$ cat src/rtl/pc_seq_pkg.sv
// Shared constants, next-PC select encoding and log2 helper for the PC sequencer.
package pc_seq_pkg;

  localparam logic [31:0] DefaultResetVector = 32'h0000_0000;
  localparam logic [31:0] DefaultExcVector   = 32'h0000_0180;

  typedef enum logic [2:0] {
    SelSeq,
    SelBranch,
    SelJump,
    SelJumpReg,
    SelReturn,
    SelExc,
    SelHold
  } next_sel_e;

  // Smallest n with 2**n >= value; exact for the power-of-two STEP values.
  function automatic int unsigned log2_ceil(input int unsigned value);
    int unsigned result = 0;
    for (int unsigned i = 0; i < 32; i++) begin
      if ((64'd1 << i) < 64'(value)) result = i + 1;
    end
    return result;
  endfunction

endpackage

$ cat src/rtl/pc_ras.sv
// Circular return-address stack: pushing when full overwrites the oldest entry.
module pc_ras #(
  parameter int unsigned WIDTH = 32,
  parameter int unsigned DEPTH = 4
) (
  input  logic             i_clk,
  input  logic             i_reset,
  input  logic             i_push,
  input  logic             i_pop,
  input  logic [WIDTH-1:0] i_push_data,
  output logic [WIDTH-1:0] o_top,
  output logic             o_empty,
  output logic             o_full
);

  localparam int unsigned PtrW = (DEPTH > 1) ? $clog2(DEPTH) : 1;
  localparam int unsigned CntW = $clog2(DEPTH + 1);
  localparam logic [PtrW-1:0] LastIdx = PtrW'(DEPTH - 1);
  localparam logic [CntW-1:0] FullCnt = CntW'(DEPTH);

  logic [WIDTH-1:0] r_mem [DEPTH];
  logic [PtrW-1:0]  r_top;
  logic [CntW-1:0]  r_count;
  logic [PtrW-1:0]  w_top_inc;
  logic [PtrW-1:0]  w_top_dec;
  logic             w_replace;

  assign w_top_inc = (r_top == LastIdx) ? '0 : r_top + PtrW'(1);
  assign w_top_dec = (r_top == '0) ? LastIdx : r_top - PtrW'(1);
  // Simultaneous pop and push keeps the depth and just rewrites the top slot.
  assign w_replace = i_push && i_pop && (r_count != '0);

  always_ff @(posedge i_clk) begin
    if (i_reset) begin
      r_top   <= '0;
      r_count <= '0;
    end else if (w_replace) begin
      r_top <= r_top;
    end else if (i_push) begin
      r_top <= w_top_inc;
      if (r_count != FullCnt) r_count <= r_count + CntW'(1);
    end else if (i_pop && (r_count != '0)) begin
      r_top   <= w_top_dec;
      r_count <= r_count - CntW'(1);
    end
  end

  always_ff @(posedge i_clk) begin
    if (!i_reset) begin
      if (w_replace) begin
        r_mem[r_top] <= i_push_data;
      end else if (i_push) begin
        r_mem[w_top_inc] <= i_push_data;
      end
    end
  end

  assign o_top   = r_mem[r_top];
  assign o_empty = (r_count == '0);
  assign o_full  = (r_count == FullCnt);

endmodule

$ cat src/rtl/pc_sequencer.sv
// Program-counter sequencer: prioritised next-PC selection, return-address stack,
// alignment fault and redirect flush.
module pc_sequencer
  import pc_seq_pkg::*;
#(
  parameter int unsigned      WIDTH        = 32,
  parameter int unsigned      STEP         = 4,
  parameter logic [WIDTH-1:0] RESET_VECTOR = WIDTH'(DefaultResetVector),
  parameter logic [WIDTH-1:0] EXC_VECTOR   = WIDTH'(DefaultExcVector),
  parameter int unsigned      RAS_DEPTH    = 4
) (
  input  logic             i_clk,
  input  logic             i_reset,
  input  logic             i_stall,
  input  logic             i_branch_taken,
  input  logic [WIDTH-1:0] i_branch_offset,
  input  logic             i_jump,
  input  logic [WIDTH-1:0] i_jump_target,
  input  logic             i_jump_reg,
  input  logic [WIDTH-1:0] i_reg_target,
  input  logic             i_call,
  input  logic             i_return,
  input  logic             i_exception,
  output logic [WIDTH-1:0] o_pc_result,
  output logic [WIDTH-1:0] o_pc_add_result,
  output logic             o_flush,
  output logic             o_misaligned,
  output logic             o_ras_err,
  output logic             o_ras_empty,
  output logic             o_ras_full,
  output logic [WIDTH-1:0] o_advance_count
);

  localparam int unsigned      StepShift = log2_ceil(STEP);
  localparam logic [WIDTH-1:0] StepInc   = WIDTH'(STEP);
  localparam logic [WIDTH-1:0] AlignMask = WIDTH'(STEP - 1);

  logic [WIDTH-1:0] r_pc;
  logic             r_flush;
  logic             r_misaligned;
  logic             r_ras_err;
  logic [WIDTH-1:0] r_advance_count;

  next_sel_e        w_sel;
  logic [WIDTH-1:0] w_pc_add;
  logic [WIDTH-1:0] w_branch_target;
  logic [WIDTH-1:0] w_target;
  logic [WIDTH-1:0] w_next_pc;
  logic             w_redirect;
  logic             w_misaligned;
  logic             w_ras_err_set;
  logic             w_advance;
  logic             w_push;
  logic             w_pop;
  logic [WIDTH-1:0] w_ras_top;
  logic             w_ras_empty;
  logic             w_ras_full;

  assign w_pc_add        = r_pc + StepInc;
  assign w_branch_target = w_pc_add + (i_branch_offset << StepShift);

  always_comb begin
    w_sel         = SelSeq;
    w_ras_err_set = 1'b0;
    if (i_exception) begin
      w_sel = SelExc;
    end else if (i_stall) begin
      w_sel = SelHold;
    end else if (i_return) begin
      // An empty stack degrades the return to a plain sequential step.
      if (w_ras_empty) w_ras_err_set = 1'b1;
      else             w_sel         = SelReturn;
    end else if (i_jump_reg) begin
      w_sel = SelJumpReg;
    end else if (i_jump) begin
      w_sel = SelJump;
    end else if (i_branch_taken) begin
      w_sel = SelBranch;
    end
  end

  always_comb begin
    w_target   = w_pc_add;
    w_redirect = 1'b1;
    case (w_sel)
      SelExc:     w_target = EXC_VECTOR;
      SelReturn:  w_target = w_ras_top;
      SelJumpReg: w_target = i_reg_target;
      SelJump:    w_target = i_jump_target;
      SelBranch:  w_target = w_branch_target;
      default:    w_redirect = 1'b0;
    endcase
  end

  assign w_misaligned = w_redirect && ((w_target & AlignMask) != '0);
  assign w_next_pc    = (w_sel == SelHold) ? r_pc :
                        w_redirect         ? (w_target & ~AlignMask) : w_pc_add;
  assign w_advance    = !i_stall || i_exception;

  assign w_pop  = (w_sel == SelReturn);
  assign w_push = i_call && ((w_sel == SelJump) || (w_sel == SelJumpReg) ||
                             (w_sel == SelReturn));

  pc_ras #(
    .WIDTH (WIDTH),
    .DEPTH (RAS_DEPTH)
  ) u_ras (
    .i_clk       (i_clk),
    .i_reset     (i_reset),
    .i_push      (w_push),
    .i_pop       (w_pop),
    .i_push_data (w_pc_add),
    .o_top       (w_ras_top),
    .o_empty     (w_ras_empty),
    .o_full      (w_ras_full)
  );

  always_ff @(posedge i_clk) begin
    if (i_reset) begin
      r_pc            <= RESET_VECTOR;
      r_flush         <= 1'b0;
      r_misaligned    <= 1'b0;
      r_ras_err       <= 1'b0;
      r_advance_count <= '0;
    end else begin
      r_pc    <= w_next_pc;
      r_flush <= w_redirect;
      if (w_misaligned)  r_misaligned    <= 1'b1;
      if (w_ras_err_set) r_ras_err       <= 1'b1;
      if (w_advance)     r_advance_count <= r_advance_count + WIDTH'(1);
    end
  end

  assign o_pc_result     = r_pc;
  assign o_pc_add_result = w_pc_add;
  assign o_flush         = r_flush;
  assign o_misaligned    = r_misaligned;
  assign o_ras_err       = r_ras_err;
  assign o_ras_empty     = w_ras_empty;
  assign o_ras_full      = w_ras_full;
  assign o_advance_count = r_advance_count;

endmodule

$ cat config.mk
export PLATFORM = sky130hd
export DESIGN_NAME = pc_sequencer
export DESIGN_NICKNAME = d
export VERILOG_FILES = /design/src/rtl/pc_seq_pkg.sv /design/src/rtl/pc_ras.sv /design/src/rtl/pc_sequencer.sv
export SDC_FILE = /design/constraint.sdc
export NUM_CORES = 1
export LEC_CHECK = 0
export ABC_AREA = 1
export CAP_MARGIN = 30
export CORE_ASPECT_RATIO = 0.75
export CORE_MARGIN = 2
export CORE_UTILIZATION = 45
export CTS_CLUSTER_SIZE = 20
export DETAILED_ROUTE_END_ITERATION = 8
export PLACE_DENSITY = 0.7
export SLEW_MARGIN = 10
export SYNTH_ARGS = -nofsm -noshare
export SYNTH_HDL_FRONTEND = slang
export SYNTH_SLANG_ARGS = --single-unit
$ cat constraint.sdc
create_clock -name i_clk -period 4.5 [get_ports i_clk]
set_clock_uncertainty 0.2 [all_clocks]
set_input_delay 0.9 -clock i_clk [delete_from_list [all_inputs] [get_ports i_clk]]
set_output_delay 0.9 -clock i_clk [all_outputs]
set_load 0.005 [all_outputs]
# [Yosys cells after proc, flatten, opt, wreduce, memory -nomap -nowiden]
# Memory sizes are Yosys's and may differ from the RTL's. A register that Yosys moved wholly into a read port is not among the register bits.
# Cells that the tools add are included.
[totals] ff_bits=72 ram_bits=128 input_bits=105 out_inout_bits=101 word_cells=77 n_memories=1
[memory_table] memory="u_ras.r_mem" depth=4 word_bits=32 read_ports=1 rd_ports_with_merged_regs=1 write_ports=1 line="pc_ras.sv:21" source="logic [WIDTH-1:0] r_mem [DEPTH];"
[classes] add_sub_neg=7 eq_ne=10 mux=33 bitwise_logic=1 n_reduce_logical=18
[ops] cell="$pmux W32 S5" n=1
[ops] cell="$mux W32" n=2
[ops] cell="$add A32 B1 Y32 const B" n=1
[ops] cell="$add A32 B3 Y32 const B" n=1
[ops] cell="$add A32 B32 Y32" n=1
[ops] cell="$reduce_bool A32 Y1" n=1
[ops] cell="$reduce_or A32 Y1" n=1
[ops] cell="$mux W3" n=7
[ops] cell="$mux W2" n=9
[ops] cell="$mux W1" n=14
[ops] cell="$eq A3 B3 Y1 const B" n=4
[ops] cell="$eq A3 B2 Y1 const B" n=2
[ops] cell="$logic_and A1 B1 Y1" n=5
[ops] cell="$reduce_or A5 Y1" n=1
[ops] cell="$add A3 B1 Y3 const B" n=1
[ops] cell="$eq A3 B1 Y1 const B" n=1
[ops] cell="$logic_not A3 Y1" n=1
[ops] cell="$logic_or A1 B1 Y1" n=3
[ops] cell="$ne A3 B3 Y1 const B" n=1
[ops] cell="$reduce_and A3 Y1" n=1
[ops] cell="$reduce_bool A3 Y1" n=1
[ops] cell="$sub A3 B1 Y3 const B" n=1
[ops] cell="$add A2 B1 Y2 const B" n=1
[ops] cell="$eq A2 B2 Y1 const B" n=1
[ops] cell="other kinds (7)" n=7

# [Logic depth before layout (Yosys ltp)]
[depth] word_depth=17 depth_mapped=26 ltp_nobuf=26

# [By module]
# A second synthesis with hierarchy kept.
[hier_totals] hier_cells=1598 hier_area_um2=12121.6
[modules_own_cells] mod="pc_sequencer" instances=1 cells_each=1212 area_per_inst_um2=6850.3 seq_area_each_um2=1301.2
[modules_own_cells] mod="pc_ras" instances=1 cells_each=386 area_per_inst_um2=5271.3 seq_area_each_um2=3983.8

# [Worst setup path before layout]
# No wires, ideal clock.
[synth_path] kind="input to register" start="input i_stall" end="memory u_ras.r_mem[0][10] (enable)" setup_time_ns=0.417 arrival_ns=3.084 required_time_ns=3.883 slack_ns=0.799 stages=10 n_path_buf=0 cell_sequence="inv_2 -> nor2_4 -> inv_4 -> o21ai_4 -> nand3_1 -> nor2_1 -> o21ai_0 -> o21ai_0 -> nand2_1 -> nor2_1"
[synth_between] elab_chain_len=13 word_cells_on_any_way=20 cone_classes="eq/ne (3); mux (11); reduce/logical (6)"
[synth_rtl] element="start, declared" line="pc_sequencer.sv:14" source="input logic i_stall,"
[synth_rtl] element="$mux W3 (*)" line="pc_sequencer.sv:67" source="end else if (i_stall) begin"
[synth_rtl] element="$mux W3 (*)" line="pc_sequencer.sv:65" source="if (i_exception) begin"
[synth_rtl] element="$eq A3 B2 Y1" line="pc_sequencer.sv:101" source="assign w_push = i_call && ((w_sel == SelJump) || (w_sel == SelJumpReg) ||"
[synth_rtl] element="$logic_or A1 B1 Y1 (2 in a row)" line="pc_sequencer.sv:101"
[synth_rtl] element="$logic_and A1 B1 Y1" line="pc_sequencer.sv:101"
[synth_rtl] element="$logic_and A1 B1 Y1 (2 in a row)" line="pc_ras.sv:31" source="assign w_replace = i_push && i_pop && (r_count != '0);"
[synth_rtl] element="$mux W1" line="pc_ras.sv:50" source="if (w_replace) begin"
[synth_rtl] element="$mux W1" line="pc_ras.sv:49" source="if (!i_reset) begin"
[synth_rtl] element="$mux W1 (not written as such)" line="pc_ras.sv:53" source="r_mem[w_top_inc] <= i_push_data;"
[synth_rtl] element="$reduce_or A32 Y1 (no line)"
[synth_rtl] element="$mux W2 (no line) or $mux W1 (tied branches)"
[synth_rtl] element="end, declared" line="pc_ras.sv:21"
# Mark *: on every way between the ends. The rest lies on a longest branch, timed or not.

# [Worst setup path after layout]
[layout_path] start="register r_pc[2] (netlist: o_pc_result[2])" end="output o_pc_add_result[18]"
[layout_between] elab_chain_len=1
[layout_rtl] element="start, declared" line="pc_sequencer.sv:38" source="logic [WIDTH-1:0] r_pc;"
[layout_rtl] element="start signal, assigned" line="pc_sequencer.sv:126" source="r_pc <= w_next_pc;"
[layout_rtl] element="$add A32 B3 Y32" line="pc_sequencer.sv:59" source="assign w_pc_add = r_pc + StepInc;"
[layout_rtl] element="end, declared" line="pc_sequencer.sv:25" source="output logic [WIDTH-1:0] o_pc_add_result,"
# No other way between the ends.

==> run metrics <==
outcome=finished clean; register area share after synthesis=approximately 43%; DRT Pass-1 Iters=5; Ports=about 200; worst path arrival time=between 3 and 4 ns; R2R setup slack=around 0.61 ns; initial antenna violation count=0; DR iter-0 viols=slightly below 1000; pre-CTS setup slack=approximately 0.65 ns; slew margin rel.=a little over two fifths; Slew @ Worst Pin=approximately 0.85 ns; clk_lat worst skew=about 0.45 ns; Synth Register Bits=~190; Routed WL=37900 um; crit-path max FO=6; area of the multi-input gates=5720 um^2; Post-Syn Area=about 12000 um^2; yosys warns=0; crit path capture=o_pc_add_result[18]; DR WL/cell=17.9 um; # rows=between 50 and 60; crit path launch type=flip-flop; Leak=0.00616 uW; Synth async-reset ratio=0%; Post-DP HPWL=around 28000 um; Initial Util=between 40% and 50%; I/O Buffers=199; fin worst setup slack=0.391 ns; count of flip-flops with a built-in enable after synthesis=120; combinational share of power=approximately 25%; clock buffer depth=2; clock share of power=between 30% and 40%; setup violators final=0; Layout area overhead=25.3%; Switching Power=between 1500 and 2000 uW; Syn Inst Count=about 1600; Setup CP Type=reg -> out; clock slew at reported path FFs=approximately 0.080 ns; Worst setup EP type=output port; layout cells sized above 1=between 5 and 6%; origin of the critical flop-to-flop path=o_pc_result[2]; Core Box Area=25800 um^2; DIE AREA=roughly 27000 um^2; CTS tree=done; TritonCTS Buffers=17; setup bufs post-CTS=0; Internal=3200 uW; post-synth cell types=54; maximum vdd drop=around 0.29 mV; Hold Vio Cnt, Final=0; CTS resizes=0; Layout fillers=about 2400; die span in x=190 um; nets=1909; Primary FF master, synth=edfxtp_1; reg2reg end=o_pc_result[26]; fmax=0.243 GHz; TNS Setup=0 ns; Vias=11300; sw frac=roughly a third; Synth Area per Inst=7.47 um^2; Worst Setup SP=o_pc_result[2]; Clock Sinks=roughly 190; GPL Wtd Cong=about 0.94; fin. max-slew vios=0; max-cap violation count=0; Root Buffer=clkbuf_16; Avg Vias per Cell=around 5.3; vias in the first global route=10300; Worst Hold Class=reg -> reg; Critical Path RT=3.40 ns; gr usage total=around 28%; register area=between 5000 and 6000 um^2; Die Ht=approximately 140 um; Remaining Overflow, GRT=0; Flop pwr share=42.4%; first-pass GRT wire length=between 50000 and 60000 um; H-tree Lvls=4; period utilization=91.3%; Post-DRT Antenna Nets=0; total power=4740 uW; RSZ-0062 raised after global routing=no; Worst R2R Path Depth=20; DR DRC count=0; largest net degree at the start of global routing=63; PwrDens=between 300 and 400 nW/um^2; Final Critical Period=4.11 ns; Hold-fix buffers, CTS=0
==> power by group through the flow <==
stage | clock network [uW] | logic, uW | registers (uW)
2_1_floorplan | 0 | 660 | 2030
3_3_place_gp | 0 | 1160 | 2040
3_5_place_dp | 0 | 1180 | 2050
4_1_cts | 1540 | 1180 | 2010
5_1_grt | 1600 | 1320 | 2020
6_report | 1530 | 1200 | 2010
==> metrics by stage <==
step	cells	hold slack (ns)	instance area, um^2	utilization [%]
2_1_floorplan	1573	0.265	11700	-
3_3_place_gp	2090	0.257	14100	54.8
3_5_place_dp	2090	0.264	14100	54.8
4_1_cts	2121	0.281	14700	57.0
5_1_grt	2121	0.327	14700	57.0
6_report	2122	0.278	14700	57.0
==> cell usage in the layout, fill, tap and decap left out, types with 4 or more instances in the layout <==
master and instances:
clkbuf_16 17, o21ai_0 121, ha_1 37, o21ai_1 5, conb_1 4, nand4_1 26
nor3_1 26, nand3b_1 10, o211ai_1 11, nor2_2 13, inv_1 185, clkdlybuf4s50_1 199
xnor2_1 11, dfxtp_1 71, or2_2 5, nand2_1 423, xor2_1 27, inv_2 7
o21bai_1 8, nand3_1 75, a21oi_1 85, o22ai_1 28, a211oi_1 4, nor4_1 5
edfxtp_1 120, buf_4 27, nor2_1 173
==> routing by layer <==
metal / vias to the layer above / wire [um] / global-route usage, % / part of all wire, %
met5: - / 0 / 0 / 0
li1: 5573 / - / - / -
met2: 429 / 16200 / 41.2 / 43
met1: 5236 / 17900 / 41.0 / 47
met4: 0 / 482 / 6.53 / 1.3
met3: 32 / 3300 / 6.11 / 8.7
==> flip-flops by register name, indices dropped and copies added, names as in the netlist, named ones only <==
register,cells
u_ras.r_top,2
o_flush,1
u_ras.r_count,3
u_ras.r_mem,120
o_pc_result,30
o_advance_count,32
o_misaligned,1
o_ras_err,1
==> synthesized netlist by cell type, types with 2 or more instances <==
library cell / number / share of area [%]
o21bai_1: 8 / 0.51
a21oi_1: 85 / 3.6
dfxtp_1: 72 / 12
or2_1: 3 / 0.16
o21ai_1: 5 / 0.21
nor3_2: 3 / 0.26
buf_4: 7 / 0.45
nand4_1: 26 / 1.4
o211ai_1: 11 / 0.70
xor2_1: 27 / 2.0
edfxtp_1: 120 / 31
nand2_2: 3 / 0.16
nand2_1: 423 / 14
nor2_2: 9 / 0.48
o21ai_0: 121 / 5.2
and2_1: 3 / 0.16
clkbuf_1: 33 / 1.1
nand3_1: 75 / 3.2
nand3b_1: 10 / 0.64
xnor2_1: 11 / 0.82
or2_2: 5 / 0.27
fa_1: 2 / 0.34
a21o_1: 3 / 0.19
buf_6: 3 / 0.29
inv_2: 7 / 0.22
nor4_1: 5 / 0.27
inv_1: 185 / 5.9
nor3_1: 26 / 1.1
nor2_4: 3 / 0.29
ha_1: 37 / 3.9
buf_2: 10 / 0.43
o22ai_1: 28 / 1.5
nor2_1: 177 / 5.7
a211oi_1: 4 / 0.26
==> cell type report <==
class | instances | area share (%)
Clock buffer | 18 | 2.92
Antenna cell | 1 | 0.0170
Sequential cell | 192 | 34.3
Clock inverter | 13 | 1.03
Tap cell | 344 | 2.93
Inverter | 193 | 4.95
Multi-Input combinational cell | 1135 | 38.9
Timing Repair Buffer | 226 | 14.9
==> worst min-delay path by stage <==
| stage | start | end | slack [ns] | cells after the start |
|---|---|---|---|---|
| after floorplan | o_ras_err | o_ras_err | 0.27 | 2 |
| after global placement | o_misaligned | o_misaligned | 0.26 | 2 |
| after detailed placement | o_misaligned | o_misaligned | 0.26 | 2 |
| after CTS | o_ras_err | o_ras_err | 0.28 | 2 |
| after global routing | o_ras_err | o_ras_err | 0.33 | 2 |
| final | o_ras_err | o_ras_err | 0.28 | 2 |
==> critical path, stage by stage, from the launching register on <==
cell             delay (ns)
dfxtp_1                0.41
ha_1                   0.21
nand2_1                0.10
nor2_2                 0.20
nand3_1                0.14
nand3b_4               0.22
nor2_4                 0.16
nand2_1                0.08
xor2_1                 0.17
inv_1                  0.24
clkdlybuf4s50_1        0.61
==> logic make-up after synthesis <==
logic type	share of synthesized area (%)
adders and majority gates	4.29
AOI/OAI and AO/OA	12.9
xor gates and xnor gates	2.98
other	0.0320
DFF	43.0
buffers and inverters	8.42
and+or+nand+nor	28.4
Power figures use the tool's default switching activity.
